## config.mk

```make
export PLATFORM = sky130hd
export DESIGN_NAME = usb_tx_phy
export DESIGN_NICKNAME = d
export VERILOG_FILES = /design/src/rtl/usb_tx_phy.sv
export SDC_FILE = /design/constraint.sdc
export NUM_CORES = 1
export LEC_CHECK = 0
export BUFFER_PORTS_ARGS = -buffer_cell sky130_fd_sc_hd__buf_2
export CORE_MARGIN = 8
export CORE_UTILIZATION = 63
export CTS_BUF_LIST = sky130_fd_sc_hd__clkbuf_4 sky130_fd_sc_hd__clkbuf_8
export CTS_CLUSTER_DIAMETER = 40
export CTS_CLUSTER_SIZE = 20
export DETAILED_ROUTE_END_ITERATION = 16
export PLACE_DENSITY = 0.86
export SETUP_SLACK_MARGIN = 0.5
export SKIP_LAST_GASP = 1
export SLEW_MARGIN = 10
export SYNTH_ARGS = -nofsm -noshare
export SYNTH_HDL_FRONTEND = slang
export SYNTH_SLANG_ARGS = --single-unit
```

## constraint.sdc

```tcl
create_clock -name clk -period 4.3 [get_ports clk]
set_clock_uncertainty 0.05 [all_clocks]
set_input_delay 0.43 -clock clk [delete_from_list [all_inputs] [get_ports clk]]
set_output_delay 0.43 -clock clk [all_outputs]
set_load 0.05 [all_outputs]
```

## src/rtl/usb_tx_phy.sv

```systemverilog
// USB 1.1 full-speed transmit PHY: UTMI byte handshake in, sync + bit-stuffed
// NRZI serial stream + EOP out on txdp/txdn/txoe, paced by the 12 MHz bit enable.
module usb_tx_phy #(
  parameter logic [7:0] SYNC_BYTE = 8'h80,
  parameter int         STUFF_LEN = 6
) (
  input  logic       clk,
  input  logic       rst,
  input  logic       fs_ce,
  input  logic [7:0] DataOut_i,
  input  logic       TxValid_i,
  output logic       TxReady_o,
  output logic       txdp,
  output logic       txdn,
  output logic       txoe
);

  typedef enum logic [2:0] {IDLE, SYNC, DATA, EOP1, EOP2, EOP3} state_t;

  localparam logic [2:0] STUFF_CNT = 3'(STUFF_LEN);

  state_t     state, state_nx;
  logic [7:0] shreg, shreg_nx;
  logic [2:0] bit_cnt, bit_cnt_nx;
  logic [2:0] ones_cnt, ones_cnt_nx;
  logic       txdp_nx, txdn_nx, txoe_nx;
  logic       tx_active, stuff_now, byte_end;
  logic       send_v, send_bit;
  logic [2:0] bit_idx;

  // A 0 toggles the differential line, a 1 holds it.
  function automatic logic [1:0] nrzi(input logic b, input logic [1:0] line);
    return b ? line : ~line;
  endfunction

  function automatic logic [2:0] ones_next(input logic b, input logic [2:0] cnt);
    return b ? cnt + 3'd1 : 3'd0;
  endfunction

  // bit_cnt indexes the bit currently on the line; the boundary edge is the
  // one that ends bit 7 (or the stuff bit that follows it).
  always_comb begin
    tx_active = (state == SYNC) || (state == DATA);
    stuff_now = tx_active && (ones_cnt == STUFF_CNT);
    byte_end  = tx_active && !stuff_now && (bit_cnt == 3'd7);
    TxReady_o = fs_ce && byte_end && TxValid_i;
  end

  always_comb begin
    state_nx    = state;
    shreg_nx    = shreg;
    bit_cnt_nx  = bit_cnt;
    ones_cnt_nx = ones_cnt;
    txdp_nx     = txdp;
    txdn_nx     = txdn;
    txoe_nx     = txoe;
    send_v      = 1'b0;
    send_bit    = 1'b0;
    bit_idx     = bit_cnt + 3'd1;

    case (state)
      IDLE: begin
        if (TxValid_i) begin
          state_nx    = SYNC;
          shreg_nx    = SYNC_BYTE;
          bit_cnt_nx  = 3'd0;
          ones_cnt_nx = 3'd0;
          txoe_nx     = 1'b1;
          send_v      = 1'b1;
          send_bit    = SYNC_BYTE[0];
        end
      end
      SYNC, DATA: begin
        if (stuff_now) begin
          send_v   = 1'b1;
          send_bit = 1'b0;
        end else if (bit_cnt == 3'd7) begin
          if (TxValid_i) begin
            state_nx   = DATA;
            shreg_nx   = DataOut_i;
            bit_cnt_nx = 3'd0;
            send_v     = 1'b1;
            send_bit   = DataOut_i[0];
          end else begin
            state_nx    = EOP1;
            txdp_nx     = 1'b0;
            txdn_nx     = 1'b0;
            ones_cnt_nx = 3'd0;
          end
        end else begin
          bit_cnt_nx = bit_idx;
          send_v     = 1'b1;
          send_bit   = shreg[bit_idx];
        end
      end
      EOP1: state_nx = EOP2;
      EOP2: begin
        state_nx = EOP3;
        txdp_nx  = 1'b1;
        txdn_nx  = 1'b0;
      end
      EOP3: begin
        state_nx = IDLE;
        txoe_nx  = 1'b0;
      end
      default: state_nx = IDLE;
    endcase

    if (send_v) begin
      {txdp_nx, txdn_nx} = nrzi(send_bit, {txdp, txdn});
      ones_cnt_nx        = ones_next(send_bit, ones_cnt_nx);
    end
  end

  always_ff @(posedge clk or posedge rst) begin
    if (rst) begin
      state    <= IDLE;
      shreg    <= '0;
      bit_cnt  <= '0;
      ones_cnt <= '0;
      txdp     <= 1'b1;
      txdn     <= 1'b0;
      txoe     <= 1'b0;
    end else if (fs_ce) begin
      state    <= state_nx;
      shreg    <= shreg_nx;
      bit_cnt  <= bit_cnt_nx;
      ones_cnt <= ones_cnt_nx;
      txdp     <= txdp_nx;
      txdn     <= txdn_nx;
      txoe     <= txoe_nx;
    end
  end

endmodule
```

==> results.json <==
{
  "startpoint_type": "flop",
  "fin_crit_ns": 2.623,
  "placedCellCount": 160,
  "cap_violations": 0,
  "post-route-util_pct": 68.75,
  "cp-startpoint": "bit_cnt[0]",
  "synth-simple-area-share_pct": 17.52,
  "cts_inserted_buffers": 3,
  "path_max_fanout": 5,
  "synth_compound_area_share_pct": 23.98,
  "powerDensity_nw_per_um2": 687.8,
  "cts_buffer_depth": 2,
  "cts_resized": 0,
  "async_flop_share_pct": 100.0,
  "rsz0062_at_grt": "false",
  "synth_cells": 126,
  "clock_latency_ns": 0.31,
  "finalSetupTns_ns": 0,
  "track_usage_pct": 15.88,
  "antenna_found_initial": 0,
  "register_area_um2": 501.7,
  "pin_count": 16,
  "cpMaxStageDelayCell": "mux4_2",
  "hp-class": "input pin to asynchronous set/reset pin",
  "syn_avg_cell_area_um2": 9.692,
  "ys.warnings.count": 0,
  "max_freq_mhz": 381.3,
  "grt_pass1_vias": 936,
  "rr_endpoint": "txdn",
  "synth_cell_type_count": 47,
  "chipHeight_um": 60.03,
  "crit_path_max_incr_delay_ns": 0.51,
  "cts-htree-levels": 1,
  "synth_flop_cell": "dfrtp_1",
  "avgViaCountPerCell": 6.104,
  "num_antenna_cells": 0,
  "die_w_um": 60.03,
  "synthXorXnorAreaFrac_pct": 1.434,
  "r2r-start": "bit_cnt[0]",
  "areaGrowthSynthToFinish_pct": 7.069,
  "layout_commonest_cell": "dfrtp_1",
  "ant_nets": 0,
  "final-hold-violation-count": 0,
  "final.period_utilization_pct": 60.99,
  "hpwlAfterDp_um": 1888,
  "maxSlewHeadroom_pct": 43.82,
  "synth_area_um2": 1221,
  "rows": 16,
  "synth.area.mux_share_pct": 6.865,
  "cts_root_buf": "clkbuf_4",
  "cp-end-kind": "flop",
  "tightestPinTransition_ns": 0.8322,
  "final_nets": 153,
  "path_cells": "ha_1 > mux4_2 > or3_1 > o2111a_2 > or4_4 > a21o_1",
  "reg2reg_slack_ns": 1.68,
  "die-area_um2": 3603,
  "critPathBufInv": 0,
  "synth_edf_count": 0,
  "finalMaxSlewViolations": 0,
  "crit_type": "flop to flop",
  "multi_input_area_um2": 655.6,
  "cts.sinks": 20,
  "grt_max_degree": 21,
  "drive_above_1_share_pct": 24.09,
  "grt_first_pass_wirelength_um": 4278,
  "layout_common_cells": "19 x dfrtp_1, 15 x buf_2, 14 x nand2_1",
  "run_status": "complete, no violations",
  "grt-ovfl-total": 0,
  "ys_seq_area_share_pct": 41.09,
  "port_buffers": 15,
  "totalWireLength_um": 2472,
  "drc": 0,
  "cp_num_cells": 6,
  "synth_seq_cells": 20,
  "leakagePower_uw": 0.0005928,
  "cts_tree": "done",
  "nFillCells": 155,
  "setup_viol": 0,
  "routedWlPerCell_um": 15.07,
  "cp.arrival_ns": 2.78,
  "core-area_um2": 1902,
  "postCtsHoldBufs": 0,
  "synth_fa_ha_area_share_pct": 3.893,
  "ir_worst_vdd_v": 0.0005113,
  "synth_top_family_by_area": "compound AO/OA/AOI/OAI gates",
  "drtIter0Drc": 31,
  "crit_end": "txdn",
  "post_cts_buffers": 0,
  "clk_pin_slew_ns": 0.11,
  "reg2reg_depth": 6,
  "start_util_pct": 64.21,
  "routabilityCongestion": 0.8066,
  "syn-num-nets": 141,
  "crit_family": "simple AND/OR/NAND/NOR gates",
  "required_ns": 4.46,
  "finalNonFillerCells": 164,
  "firstDrtPassIters": 4,
  "finalPower_uw": 899.3,
  "num_vias": 1001
}
==> report_power, final <==
group | internal, uW | switching [uW] | total [uW]
sequential | 254 | 94.7 | 348
clock | 42.6 | 58.2 | 101
combinational | 207 | 243 | 450
total | 503 | 396 | 899
==> area by class of cell <==
class / count / share of cell area [%]
Multi-Input combinational cell: 95 / 50.14
Tap cell: 27 / 2.584
Inverter: 3 / 0.8612
Clock buffer: 4 / 2.297
Sequential cell: 20 / 38.37
Timing Repair Buffer: 15 / 5.742
==> cell usage after synthesis, types with 2 or more instances <==
| cell | count | area [um2] |
|---|---|---|
| dfrtp_1 | 19 | 475.5 |
| nand2_1 | 14 | 52.55 |
| o21ai_0 | 11 | 55.05 |
| nor2_1 | 7 | 26.28 |
| o21ai_1 | 6 | 30.03 |
| mux2i_1 | 5 | 50.05 |
| a21oi_1 | 4 | 20.02 |
| a22o_1 | 4 | 35.03 |
| buf_4 | 4 | 30.03 |
| nor4_1 | 4 | 25.02 |
| and2b_2 | 3 | 26.28 |
| clkbuf_1 | 3 | 11.26 |
| ha_1 | 3 | 37.54 |
| inv_1 | 3 | 11.26 |
| nor3_1 | 2 | 10.01 |
| o21a_1 | 2 | 15.01 |
| o31ai_1 | 2 | 15.01 |
==> worst min path at each step <==
stage | start | to | slack [ns] | depth (start not counted)
after floorplan | rst | bit_cnt[0] | 0.34 | 1
after global placement | txdp | txdp | 0.41 | 2
after detailed placement | txdp | txdp | 0.43 | 2
after CTS | rst | shreg[4] | 0.20 | 2
after global routing | rst | shreg[5] | 0.25 | 2
final | rst | shreg[4] | 0.17 | 2
==> metrics by stage <==
step / setup WS (ns) / hold WS (ns) / area, um2
6_report: 1.677 / 0.1739 / 1308
5_1_grt: 1.485 / 0.2484 / 1308
4_1_cts: 1.662 / 0.1955 / 1308
3_5_place_dp: 1.682 / 0.4339 / 1277
3_3_place_gp: 1.750 / 0.4145 / 1277
2_1_floorplan: 1.662 / 0.3431 / 1221
==> routing by layer <==
metal | global-route usage (%) | vias to the layer above | wire length (um)
li1 | - | 494 | -
met1 | 20.30 | 485 | 1157
met2 | 24.00 | 17 | 1189
met3 | 3.441 | 5 | 77
met4 | 8.844 | 0 | 47
met5 | 0 | - | 0
==> cell families after synthesis <==
kind of cell,count (synthesis)
AO/OA/AOI/OAI,42
XOR/XNOR,2
adder cells (fa/ha/maj),4
buffers and inverters,11
flip-flops,20
multiplexers,7
AND/OR/NAND/NOR,40
==> flip-flops by register name, indices dropped and copies added (netlist names) <==
signal and count:
shreg 8, bit_cnt 3, ones_cnt 3, state 3, txdn 1, txdp 1
txoe 1
Note: power is estimated with default switching activity, not from simulation.
